### src/rtl/bus_fifo_port_pkg.sv
// bus_fifo_port_pkg
//   Shared definitions for the memory-mapped FIFO port: register offsets,
//   STATUS/CTRL bit positions and a helper that packs the STATUS word.
//   No ports; imported by bus_fifo_port.
package bus_fifo_port_pkg;

  typedef logic [1:0] reg_off_t;

  // Register offsets within the four-word window
  localparam reg_off_t OFF_TXDATA = 2'd0;
  localparam reg_off_t OFF_RXDATA = 2'd1;
  localparam reg_off_t OFF_STATUS = 2'd2;
  localparam reg_off_t OFF_CTRL   = 2'd3;

  // STATUS bit positions
  localparam int ST_TX_FULL      = 0;
  localparam int ST_TX_EMPTY     = 1;
  localparam int ST_RX_FULL      = 2;
  localparam int ST_RX_EMPTY     = 3;
  localparam int ST_TX_OVF       = 4;
  localparam int ST_RX_UNF       = 5;
  localparam int ST_TX_COUNT_LSB = 8;
  localparam int ST_RX_COUNT_LSB = 16;

  // CTRL bit positions (write-one actions, nothing is stored)
  localparam int CTRL_TX_FLUSH   = 0;
  localparam int CTRL_RX_FLUSH   = 1;
  localparam int CTRL_CLR_TX_OVF = 2;
  localparam int CTRL_CLR_RX_UNF = 3;

  // Assemble the STATUS word; every bit not listed reads as zero.
  function automatic logic [31:0] packStatus(
    input logic       txFull,
    input logic       txEmpty,
    input logic       rxFull,
    input logic       rxEmpty,
    input logic       txOvf,
    input logic       rxUnf,
    input logic [7:0] txCount,
    input logic [7:0] rxCount
  );
    logic [31:0] s;
    s = '0;
    s[ST_TX_FULL]               = txFull;
    s[ST_TX_EMPTY]              = txEmpty;
    s[ST_RX_FULL]               = rxFull;
    s[ST_RX_EMPTY]              = rxEmpty;
    s[ST_TX_OVF]                = txOvf;
    s[ST_RX_UNF]                = rxUnf;
    s[ST_TX_COUNT_LSB +: 8]     = txCount;
    s[ST_RX_COUNT_LSB +: 8]     = rxCount;
    return s;
  endfunction

endpackage

### src/rtl/bus_fifo_port_sync_fifo.sv
// sync_fifo
//   Single-clock first-word-fall-through FIFO used for both directions of
//   bus_fifo_port. The caller only asserts push when there is room (or when a
//   pop frees a slot in the same cycle) and only asserts pop when non-empty.
//   Ports:
//     clk, rst        clock, asynchronous active-high reset
//     push, din       write din at the tail
//     pop             advance past the head
//     flush           empty the FIFO; wins over a same-cycle push/pop
//     head            word at the read pointer (valid while !empty)
//     full, empty     occupancy flags
//     count           number of stored words, 0..DEPTH
module sync_fifo #(
  parameter int DATA_W = 32,
  parameter int DEPTH  = 8
) (
  input  logic                     clk,
  input  logic                     rst,
  input  logic                     push,
  input  logic                     pop,
  input  logic                     flush,
  input  logic [DATA_W-1:0]        din,
  output logic [DATA_W-1:0]        head,
  output logic                     full,
  output logic                     empty,
  output logic [$clog2(DEPTH):0]   count
);

  localparam int AW = $clog2(DEPTH);
  localparam logic [AW-1:0] PTR_ONE   = AW'(1);
  localparam logic [AW:0]   COUNT_ONE = (AW+1)'(1);
  localparam logic [AW:0]   COUNT_MAX = (AW+1)'(DEPTH);

  logic [DATA_W-1:0] r_mem [DEPTH];
  logic [AW-1:0]     r_wrPtr;
  logic [AW-1:0]     r_rdPtr;
  logic [AW:0]       r_count;

  // Pointers wrap naturally because DEPTH is a power of two.
  always_ff @(posedge clk or posedge rst) begin
    if (rst) begin
      r_wrPtr <= '0;
      r_rdPtr <= '0;
      r_count <= '0;
    end else if (flush) begin
      r_wrPtr <= '0;
      r_rdPtr <= '0;
      r_count <= '0;
    end else begin
      if (push) r_wrPtr <= r_wrPtr + PTR_ONE;
      if (pop)  r_rdPtr <= r_rdPtr + PTR_ONE;
      if (push && !pop)      r_count <= r_count + COUNT_ONE;
      else if (pop && !push) r_count <= r_count - COUNT_ONE;
    end
  end

  // Storage carries no reset; a flushed word is simply never read.
  always_ff @(posedge clk) begin
    if (push && !flush) r_mem[r_wrPtr] <= din;
  end

  assign head  = r_mem[r_rdPtr];
  assign full  = (r_count == COUNT_MAX);
  assign empty = (r_count == '0);
  assign count = r_count;

endmodule

### src/rtl/bus_fifo_port.sv
// bus_fifo_port
//   Memory-mapped peripheral on the CPU external data bus. A four-word window
//   at BASE_ADDR gives access to a TX FIFO (CPU -> valid/ready consumer) and an
//   RX FIFO (valid/ready producer -> CPU), plus STATUS and CTRL registers.
//   Ports:
//     CLK, RST            clock, asynchronous active-high reset
//     ADDR                word address; [1:0] selects the register
//     Data_BUS_WRITE      CPU write data
//     CS, WR_RD           bus select, 1 = write / 0 = read
//     Data_BUS_READ       registered read data, holds between selected reads
//     tx_valid/data/ready TX stream towards the consumer
//     rx_valid/data/ready RX stream from the producer
module bus_fifo_port
  import bus_fifo_port_pkg::*;
#(
  parameter int          DATA_W    = 32,
  parameter int          DEPTH     = 8,
  parameter logic [31:0] BASE_ADDR = 32'h0000_0E00
) (
  input  logic              CLK,
  input  logic              RST,
  input  logic [31:0]       ADDR,
  input  logic [31:0]       Data_BUS_WRITE,
  input  logic              CS,
  input  logic              WR_RD,
  output logic [31:0]       Data_BUS_READ,
  output logic              tx_valid,
  output logic [DATA_W-1:0] tx_data,
  input  logic              tx_ready,
  input  logic              rx_valid,
  input  logic [DATA_W-1:0] rx_data,
  output logic              rx_ready
);

  localparam int CW = $clog2(DEPTH) + 1;

  logic          w_sel;
  reg_off_t      w_off;
  logic          w_rdStrobe;
  logic          w_wrStrobe;
  logic          w_ctrlWr;

  logic          w_txPushReq;
  logic          w_txPush;
  logic          w_txPop;
  logic          w_txFlush;
  logic          w_txOvfSet;
  logic          w_txFull;
  logic          w_txEmpty;
  logic [CW-1:0] w_txCount;

  logic          w_rxRead;
  logic          w_rxPush;
  logic          w_rxPop;
  logic          w_rxFlush;
  logic          w_rxUnfSet;
  logic          w_rxFull;
  logic          w_rxEmpty;
  logic [CW-1:0] w_rxCount;
  logic [DATA_W-1:0] w_rxHead;

  logic          w_clrTxOvf;
  logic          w_clrRxUnf;
  logic [31:0]   w_readNext;

  logic          r_txOvf;
  logic          r_rxUnf;
  logic [31:0]   r_readData;

  // Address decode: the low two word-address bits pick the register.
  assign w_sel      = CS && (ADDR[31:2] == BASE_ADDR[31:2]);
  assign w_off      = ADDR[1:0];
  assign w_rdStrobe = w_sel && !WR_RD;
  assign w_wrStrobe = w_sel && WR_RD;
  assign w_ctrlWr   = w_wrStrobe && (w_off == OFF_CTRL);

  assign w_txFlush  = w_ctrlWr && Data_BUS_WRITE[CTRL_TX_FLUSH];
  assign w_rxFlush  = w_ctrlWr && Data_BUS_WRITE[CTRL_RX_FLUSH];
  assign w_clrTxOvf = w_ctrlWr && Data_BUS_WRITE[CTRL_CLR_TX_OVF];
  assign w_clrRxUnf = w_ctrlWr && Data_BUS_WRITE[CTRL_CLR_RX_UNF];

  // A push into a full TX FIFO still lands if the consumer frees the head slot
  // in the same cycle; otherwise the word is lost and the overflow flag is set.
  assign w_txPushReq = w_wrStrobe && (w_off == OFF_TXDATA);
  assign w_txPop     = !w_txEmpty && tx_ready;
  assign w_txPush    = w_txPushReq && (!w_txFull || w_txPop);
  assign w_txOvfSet  = w_txPushReq && w_txFull && !w_txPop;

  // The RX side has no pop bypass: a full FIFO refuses the producer outright.
  assign w_rxRead   = w_rdStrobe && (w_off == OFF_RXDATA);
  assign w_rxPop    = w_rxRead && !w_rxEmpty;
  assign w_rxUnfSet = w_rxRead && w_rxEmpty;
  assign w_rxPush   = rx_valid && !w_rxFull;

  sync_fifo #(
    .DATA_W (DATA_W),
    .DEPTH  (DEPTH)
  ) u_txFifo (
    .clk   (CLK),
    .rst   (RST),
    .push  (w_txPush),
    .pop   (w_txPop),
    .flush (w_txFlush),
    .din   (DATA_W'(Data_BUS_WRITE)),
    .head  (tx_data),
    .full  (w_txFull),
    .empty (w_txEmpty),
    .count (w_txCount)
  );

  sync_fifo #(
    .DATA_W (DATA_W),
    .DEPTH  (DEPTH)
  ) u_rxFifo (
    .clk   (CLK),
    .rst   (RST),
    .push  (w_rxPush),
    .pop   (w_rxPop),
    .flush (w_rxFlush),
    .din   (rx_data),
    .head  (w_rxHead),
    .full  (w_rxFull),
    .empty (w_rxEmpty),
    .count (w_rxCount)
  );

  // Read mux; an empty RX read and the write-only offsets return zero.
  always_comb begin
    w_readNext = '0;
    case (w_off)
      OFF_RXDATA: if (!w_rxEmpty) w_readNext = 32'(w_rxHead);
      OFF_STATUS: w_readNext = packStatus(w_txFull, w_txEmpty, w_rxFull,
                                          w_rxEmpty, r_txOvf, r_rxUnf,
                                          8'(w_txCount), 8'(w_rxCount));
      default:    w_readNext = '0;
    endcase
  end

  // Read data only changes on a selected read, so it holds for Write Back.
  always_ff @(posedge CLK or posedge RST) begin
    if (RST)             r_readData <= '0;
    else if (w_rdStrobe) r_readData <= w_readNext;
  end

  // Sticky error flags: a same-cycle set beats the CTRL clear.
  always_ff @(posedge CLK or posedge RST) begin
    if (RST) begin
      r_txOvf <= 1'b0;
      r_rxUnf <= 1'b0;
    end else begin
      if (w_txOvfSet)      r_txOvf <= 1'b1;
      else if (w_clrTxOvf) r_txOvf <= 1'b0;
      if (w_rxUnfSet)      r_rxUnf <= 1'b1;
      else if (w_clrRxUnf) r_rxUnf <= 1'b0;
    end
  end

  assign Data_BUS_READ = r_readData;
  assign tx_valid      = !w_txEmpty;
  assign rx_ready      = !w_rxFull;

endmodule

### config.mk
export PLATFORM = sky130hd
export DESIGN_NAME = bus_fifo_port
export DESIGN_NICKNAME = d
export VERILOG_FILES = /design/src/rtl/bus_fifo_port_pkg.sv /design/src/rtl/bus_fifo_port_sync_fifo.sv /design/src/rtl/bus_fifo_port.sv
export SDC_FILE = /design/constraint.sdc
export NUM_CORES = 1
export LEC_CHECK = 0
export BUFFER_PORTS_ARGS = -buffer_cell sky130_fd_sc_hd__buf_4
export CORE_MARGIN = 10
export CORE_UTILIZATION = 50
export CTS_CLUSTER_DIAMETER = 30
export CTS_CLUSTER_SIZE = 14
export DETAILED_ROUTE_END_ITERATION = 7
export PLACE_DENSITY_LB_ADDON = 0.15
export SYNTH_ARGS = -nofsm -noshare
export SYNTH_HDL_FRONTEND = slang
export SYNTH_SLANG_ARGS = --single-unit
### constraint.sdc
create_clock -name CLK -period 7.22 [get_ports CLK]
set_input_delay 0 -clock CLK [delete_from_list [all_inputs] [get_ports CLK]]
set_output_delay 0 -clock CLK [all_outputs]
set_load 0.01 [all_outputs]
==> Word-level counts from Yosys, hierarchy flattened <==
Memories as Yosys holds them, arrays and structs flattened.
Index checks and enable logic that the tools add are counted.
{ "classes": {"addsub": 8, "eq_ne": 6, "muxes": 24, "n_reduce_logical": 46} }
{ "op_table": {"columns": ["cell", "count"], "rows": [
  ["$pmux W32 S2", 1],
  ["$mux W32", 1],
  ["$eq A30 B10 Y1 const B", 1],
  ["$mux W3", 8],
  ["$mux W4", 6],
  ["$logic_and A1 B1 Y1", 23],
  ["$add A3 B1 Y3 const B", 4],
  ["$reduce_bool A2 Y1", 6],
  ["$logic_not A1 Y1", 11],
  ["$add A4 B1 Y4 const B", 2],
  ["$eq A4 B4 Y1 const B", 2],
  ["$logic_not A4 Y1", 2],
  ["$mux W1", 8],
  ["$sub A4 B1 Y4 const B", 2],
  ["$reduce_bool A3 Y1", 2],
  ["$eq A2 B2 Y1 const B", 2],
  ["$eq A2 B1 Y1 const B", 1],
  ["$logic_not A2 Y1", 1],
  ["$logic_or A1 B1 Y1", 1]
]} }
{ "word_totals": {"ff_bits": 54, "ram_bits": 512, "input_bits": 102, "output_inout_bits": 66, "word_cells": 95, "mem_count": 2} }
{ "memory_table": {"columns": ["name", "words", "word_bits", "read_ports", "rd_ports_with_merged_regs", "wr", "line", "source"], "rows": [
  ["u_rxFifo.r_mem", 8, 32, 1, 0, 1, "bus_fifo_port_sync_fifo.sv:34", "logic [DATA_W-1:0] r_mem [DEPTH];"],
  ["u_txFifo.r_mem", 8, 32, 1, 0, 1, "bus_fifo_port_sync_fifo.sv:34", null]
]} }

==> Logic depth before layout (Yosys ltp) <==
{ "depth": {"depth_word": 10, "mapped_depth": 13, "depth_no_buf": 12} }

==> Modules after synthesis <==
A second synthesis with hierarchy kept.
{ "unflattened": {"hier_cells": 1042, "area_unflattened_um2": 22596.7} }
{ "by_module_without_submodules": {"columns": ["module", "n_inst", "cells_per_inst", "area_each_um2", "seq_area_each_um2"], "rows": [
  ["sync_fifo", 2, 441, 10375.0, 7937.6],
  ["bus_fifo_port", 1, 160, 1846.8, 850.8]
]} }

==> Worst setup path after synthesis <==
OpenSTA, ideal clock, no wires.
{ "synth_timing": {"kind": "register to register", "startpoint": "register u_rxFifo.r_count[3] (netlist: u_rxFifo.count[3])", "endpoint": "memory u_rxFifo.r_mem[3][0], enable pin", "setup_ns": 0.513, "arrival_ns": 4.257, "required_time_ns": 6.707, "setup_slack_ns": 2.450, "stages_incl_launch_ff": 5, "n_path_buf": 0, "period_less_slack_ns": 4.770, "cell_sequence": "dfrtp_1 -> nor4b_1 -> inv_1 -> nand2_1 -> nor4b_1"} }
{ "synth_between": {"elab_chain_cells": 6} }
{ "synth_lines": {"columns": ["element", "line", "source"], "rows": [
  ["start, declared", "bus_fifo_port_sync_fifo.sv:37", "logic [AW:0] r_count;"],
  ["start signal, assigned", "bus_fifo_port_sync_fifo.sv:52", "if (push && !pop) r_count <= r_count + COUNT_ONE;"],
  ["start signal, assigned", "bus_fifo_port_sync_fifo.sv:53", "else if (pop && !push) r_count <= r_count - COUNT_ONE;"],
  ["$eq A4 B4 Y1", "bus_fifo_port_sync_fifo.sv:63", "assign full = (r_count == COUNT_MAX);"],
  ["$logic_not A1 Y1", null, null],
  ["named net rx_ready", "bus_fifo_port.sv:32", "output logic rx_ready"],
  ["$logic_and A1 B1 Y1", "bus_fifo_port.sv:93", "assign w_rxPush = rx_valid && !w_rxFull;"],
  ["$logic_and A1 B1 Y1", "bus_fifo_port_sync_fifo.sv:59", "if (push && !flush) r_mem[r_wrPtr] <= din;"],
  ["$mux W1", "bus_fifo_port_sync_fifo.sv:59", null],
  ["$mux W1 (not written as such)", "bus_fifo_port_sync_fifo.sv:59", null],
  ["end, declared", "bus_fifo_port_sync_fifo.sv:34", null]
]} }
The timed path passes the listed nets, and every way through them passes these cells.

==> Final worst setup path <==
{ "layout_timing": {"startpoint": "input ADDR[8]", "endpoint": "memory u_txFifo.r_mem[0][22], enable pin"} }
{ "layout_between": {"elab_chain_cells": 9, "word_cells_on_any_way": 11, "cone_classes": "eq/ne (1); mux (2); reduce/logical (8)"} }
{ "layout_lines": {"columns": ["element", "line", "source"], "rows": [
  ["start, declared", "bus_fifo_port.sv:22", "input logic [31:0] ADDR,"],
  ["$eq A30 B10 Y1 (*)", "bus_fifo_port.sv:71", "assign w_sel = CS && (ADDR[31:2] == BASE_ADDR[31:2]);"],
  ["$logic_and A1 B1 Y1 (*)", "bus_fifo_port.sv:71", null],
  ["$logic_and A1 B1 Y1 (*)", "bus_fifo_port.sv:74", "assign w_wrStrobe = w_sel && WR_RD;"],
  ["$logic_and A1 B1 Y1", "bus_fifo_port.sv:75", "assign w_ctrlWr = w_wrStrobe && (w_off == OFF_CTRL);"],
  ["$logic_and A1 B1 Y1", "bus_fifo_port.sv:77", "assign w_txFlush = w_ctrlWr && Data_BUS_WRITE[CTRL_TX_FLUSH];"],
  ["$logic_not A1 Y1", "bus_fifo_port_sync_fifo.sv:59", null],
  ["$logic_and A1 B1 Y1 (*)", "bus_fifo_port_sync_fifo.sv:59", null],
  ["$mux W1 (*)", "bus_fifo_port_sync_fifo.sv:59", null],
  ["$mux W1 (not written as such) (*)", "bus_fifo_port_sync_fifo.sv:59", null],
  ["end, declared", "bus_fifo_port_sync_fifo.sv:34", null]
]} }
Every way passes the cells marked *; elsewhere a longest branch is shown, timed or not.

==> flow_summary_export.csv <==
group,metric,value,unit
setup_path,reg2reg_to,"u_rxFifo.count[3]$_DFFE_PP0P_",
placed_design,placedCellCount,1775,
setup_path,path_class,"primary input to flip-flop",
global_route,antenna_found_initial,4,
power_and_ir_drop,switching_share,21.4,%
setup_path,crit_cells,10,
sta,slew_headroom,24.0,%
die,io_pins,168,
setup_path,critPathSlowestCell,"nor3_2",
finish,layout_commonest_cell,"edfxtp_1",
sta,drv_slew,0,
cts,clk_latency,0.65,ns
logic_synthesis,synthesis.nets,1171,
finish,drive_above_1_share,38.0,%
finish,area_growth,30.5,%
global_route,grt.total_usage,18.3,%
die,rows,76,
power_and_ir_drop,cellLeakagePower,9.84,nW
setup_path,slowest_delay,0.69,ns
route,routed_wl,47400,um
die,initial_core_util,50.7,%
finish,final_cell_mix,"edfxtp_1 (512), buf_4 (188), mux4_2 (128), clkbuf_16 (113), dlygate4sd3_1 (79)",
logic_synthesis,synth_area,0.0219,sq mm
power_and_ir_drop,p_comb_share,5.4,%
logic_synthesis,ys_warn_count,0,
logic_synthesis,ys_ff_latch,566,
cts,clk_pin_slew,0.04,ns
power_and_ir_drop,p_seq_share,40.9,%
die,die_area,0.0526,sq mm
die,die_w,229,um
sta,setup_tns,0,ns
sta,worstMarginPinSlew,1.14,ns
placed_design,place_congestion,0.760,
finish,finalNetCount,1500,
route,drtPass1Iterations,5,
power_and_ir_drop,p_switching,2.05,mW
hold_path,min_path_cells,4,
cts,post_cts_resized,0,
sta,fmax,0.239,GHz
setup_path,arrival,4.47,ns
setup_path,critPathCapture,"u_txFifo.r_mem[0][22]$_DFFE_PP_",
power_and_ir_drop,peakVddDrop,0.288,mV
sta,fin_hold_ws,0.0509,ns
finish,fin_cells,2066,
global_route,grt_pass1_vias,12600,
power_and_ir_drop,intPower,7.50,mW
setup_path,crit_fanout,25,
sta,setup_viol,0,
setup_path,required,7.50,ns
sta,min_period,4.19,ns
logic_synthesis,synth_edf_count,512,
logic_synthesis,syn_area_per_cell,20.8,sq um
run,maxCapViolCount,0,
route,remaining_drc_errors,0,
setup_path,rr_worst_depth,11,
logic_synthesis,ys.flop_type,"edfxtp_1",
setup_path,start_kind,"primary input",
global_route,grt-ovfl-total,0,
route,post_drt_wl_per_cell,23.0,um
sta,clock-skew-final,0.0224,ns
cts,clockBufferDepth,3,
setup_path,r2r_start,"u_rxFifo.count[1]$_DFFE_PP0P_",
setup_path,crit_buf_inv,5,
sta,rsz0062_at_grt,"false",
cts,cts_tree,"yes",
logic_synthesis,synth_cells,1053,
setup_path,crit_family,"buffers and inverters",
hold_path,hold_class,"primary input to flip-flop",
setup_path,r2r_slack,3.81,ns
global_route,grt_pass1_wl,74200,um
cts,cts_sinks,566,
placed_design,io_buffer_count,167,
route,drt_iter0_markers,883,
route,ant_nets,0,
cts,cts_inserted_buffers,111,
cts,cts_root_buf,"clkbuf_16",
setup_path,crit_top_cell,"dlygate4sd3_1",
setup_path,end_kind,"flip-flop",
logic_synthesis,synth_seq_area_share,76.2,%
global_route,grt_start_max_net_pins,66,
setup_path,startpoint,"ADDR[8]",
sta,post-route-period-util,58.0,%
finish,n_fill_cell,2887,
logic_synthesis,yosysUniqueCellTypes,44,
route,via_per_inst,5.47,
die,fp.dieH,229,um
power_and_ir_drop,clockPowerShare,53.7,%
sta,hold_viol,0,
run_status,outcome,"complete, no violations",
setup_path,crit_chain,"dlygate4sd3_1 > buf_4 > nor4_2 > dlygate4sd3_1 > nand4_2 > dlygate4sd3_1 > nor4_2 > nand3b_1 > nor3_2 > buf_4",
placed_design,dp_hpwl,25700,um
die,core_area,0.0433,sq mm
power_and_ir_drop,p_per_area,334,mW/mm^2
route,via_count,11300,
logic_synthesis,synth_async_sr_flop_share,9.54,%
cts,h-tree-depth,3,
==> registers in the layout, summed over array words and instances (netlist names), 3 cells and up <==
| register | count |
|---|---|
| u_txFifo.r_wrPtr | 3 |
| u_txFifo.r_mem | 256 |
| Data_BUS_READ | 32 |
| u_rxFifo.r_rdPtr | 3 |
| u_rxFifo.r_mem | 256 |
| u_rxFifo.count | 4 |
| u_rxFifo.r_wrPtr | 3 |
| u_txFifo.r_rdPtr | 3 |
| u_txFifo.count | 4 |
==> cells in the mapped netlist (2+ instances only) <==
master | count | area share (%)
nor4b_1 | 5 | 0.20
o22a_1 | 2 | 0.080
edfxtp_1 | 512 | 70
mux2_2 | 32 | 1.6
inv_1 | 13 | 0.22
nand2_1 | 45 | 0.77
nand3_1 | 7 | 0.16
ha_1 | 14 | 0.80
xor2_1 | 7 | 0.28
nor4_2 | 3 | 0.17
fa_1 | 2 | 0.18
buf_2 | 18 | 0.41
xnor2_1 | 5 | 0.20
a21o_1 | 2 | 0.068
clkbuf_1 | 28 | 0.48
nor4_1 | 8 | 0.23
nand4_1 | 2 | 0.057
nor2_1 | 36 | 0.62
nor3_1 | 5 | 0.11
nand2b_1 | 5 | 0.14
mux2i_1 | 33 | 1.5
or3_1 | 5 | 0.14
a21oi_1 | 23 | 0.52
and4_1 | 2 | 0.080
o21ai_0 | 36 | 0.82
dfrtp_1 | 54 | 6.2
buf_1 | 5 | 0.086
mux4_2 | 128 | 13
==> cell families after synthesis <==
family / share of synthesized area (%)
fa+ha+maj: 0.981
flops: 76.2
simple gates: 3.09
buf+inv: 1.20
mux: 16.3
xor+xnor: 0.479
compound gates: 1.71
==> worst min-delay path, stage by stage <==
cell and delay (ns):
buf_4 0.08, nand2_1 0.32, nand2_1 0.18, a21oi_1 0.06
==> worst min-delay path by stage <==
stage	from	endpoint	slack [ns]
after floorplan	rx_data[0]	u_rxFifo.r_mem[0][0]$_DFFE_PP_	0.1
after global placement	rx_data[18]	u_rxFifo.r_mem[0][18]$_DFFE_PP_	0.23
after detailed placement	rx_data[18]	u_rxFifo.r_mem[1][18]$_DFFE_PP_	0.23
after CTS	rx_valid	u_rxFifo.r_wrPtr[1]$_DFFE_PP0P_	0.01
after global routing	rx_valid	u_rxFifo.r_wrPtr[1]$_DFFE_PP0P_	0.05
final	rx_valid	u_rxFifo.r_wrPtr[1]$_DFFE_PP0P_	0.05
==> stage by stage <==
step | worst slack (ns) | utilization (%) | power [mW] | area, sq um
6_report | 3.03 | 66.2 | 9.55 | 28600
2_1_floorplan | 2.45 | - | 4.22 | 21900
3_3_place_gp | 3.89 | 55.4 | 4.43 | 24000
4_1_cts | 3.04 | 66.2 | 9.64 | 28600
5_1_grt | 2.75 | 66.2 | 9.86 | 28600
3_5_place_dp | 3.81 | 55.4 | 4.45 | 24000
==> layout make-up <==
cell class	count	area [sq um]	area share, %
sequential	566	16700	58.5
multi-input combinational	423	5050	17.6
clock buffer	139	3040	10.6
timing repair buffer	267	2200	7.69
clock inverter	72	822	2.87
tap	585	732	2.56
inverter	13	48.8	0.170
antenna	1	2.50	0.00874
==> power groups by stage <==
stage / clock [mW] / combinational, mW / sequential, mW
detailed placement: 0 / 0.495 / 3.96
global placement: 0 / 0.486 / 3.95
CTS: 5.20 / 0.532 / 3.91
finish: 5.12 / 0.518 / 3.91
global route: 5.37 / 0.568 / 3.92
floorplan: 0 / 0.269 / 3.95
==> per-layer routing <==
metal	share of wire (%)	global-route usage (%)	vias up	wire length, um
met5	0.070	0	-	33
met4	2.2	6.08	6	1040
met2	52	31.4	292	24800
li1	-	-	5013	-
met1	41	22.5	5891	19400
met3	4.6	4.33	95	2210
==> repair_timing <==
item	in CTS	in global routing
hold buffers	79	0
buffers inserted	0	0
endpoints found under the hold margin	579	0
Note: power is estimated with default switching activity, not from simulation.
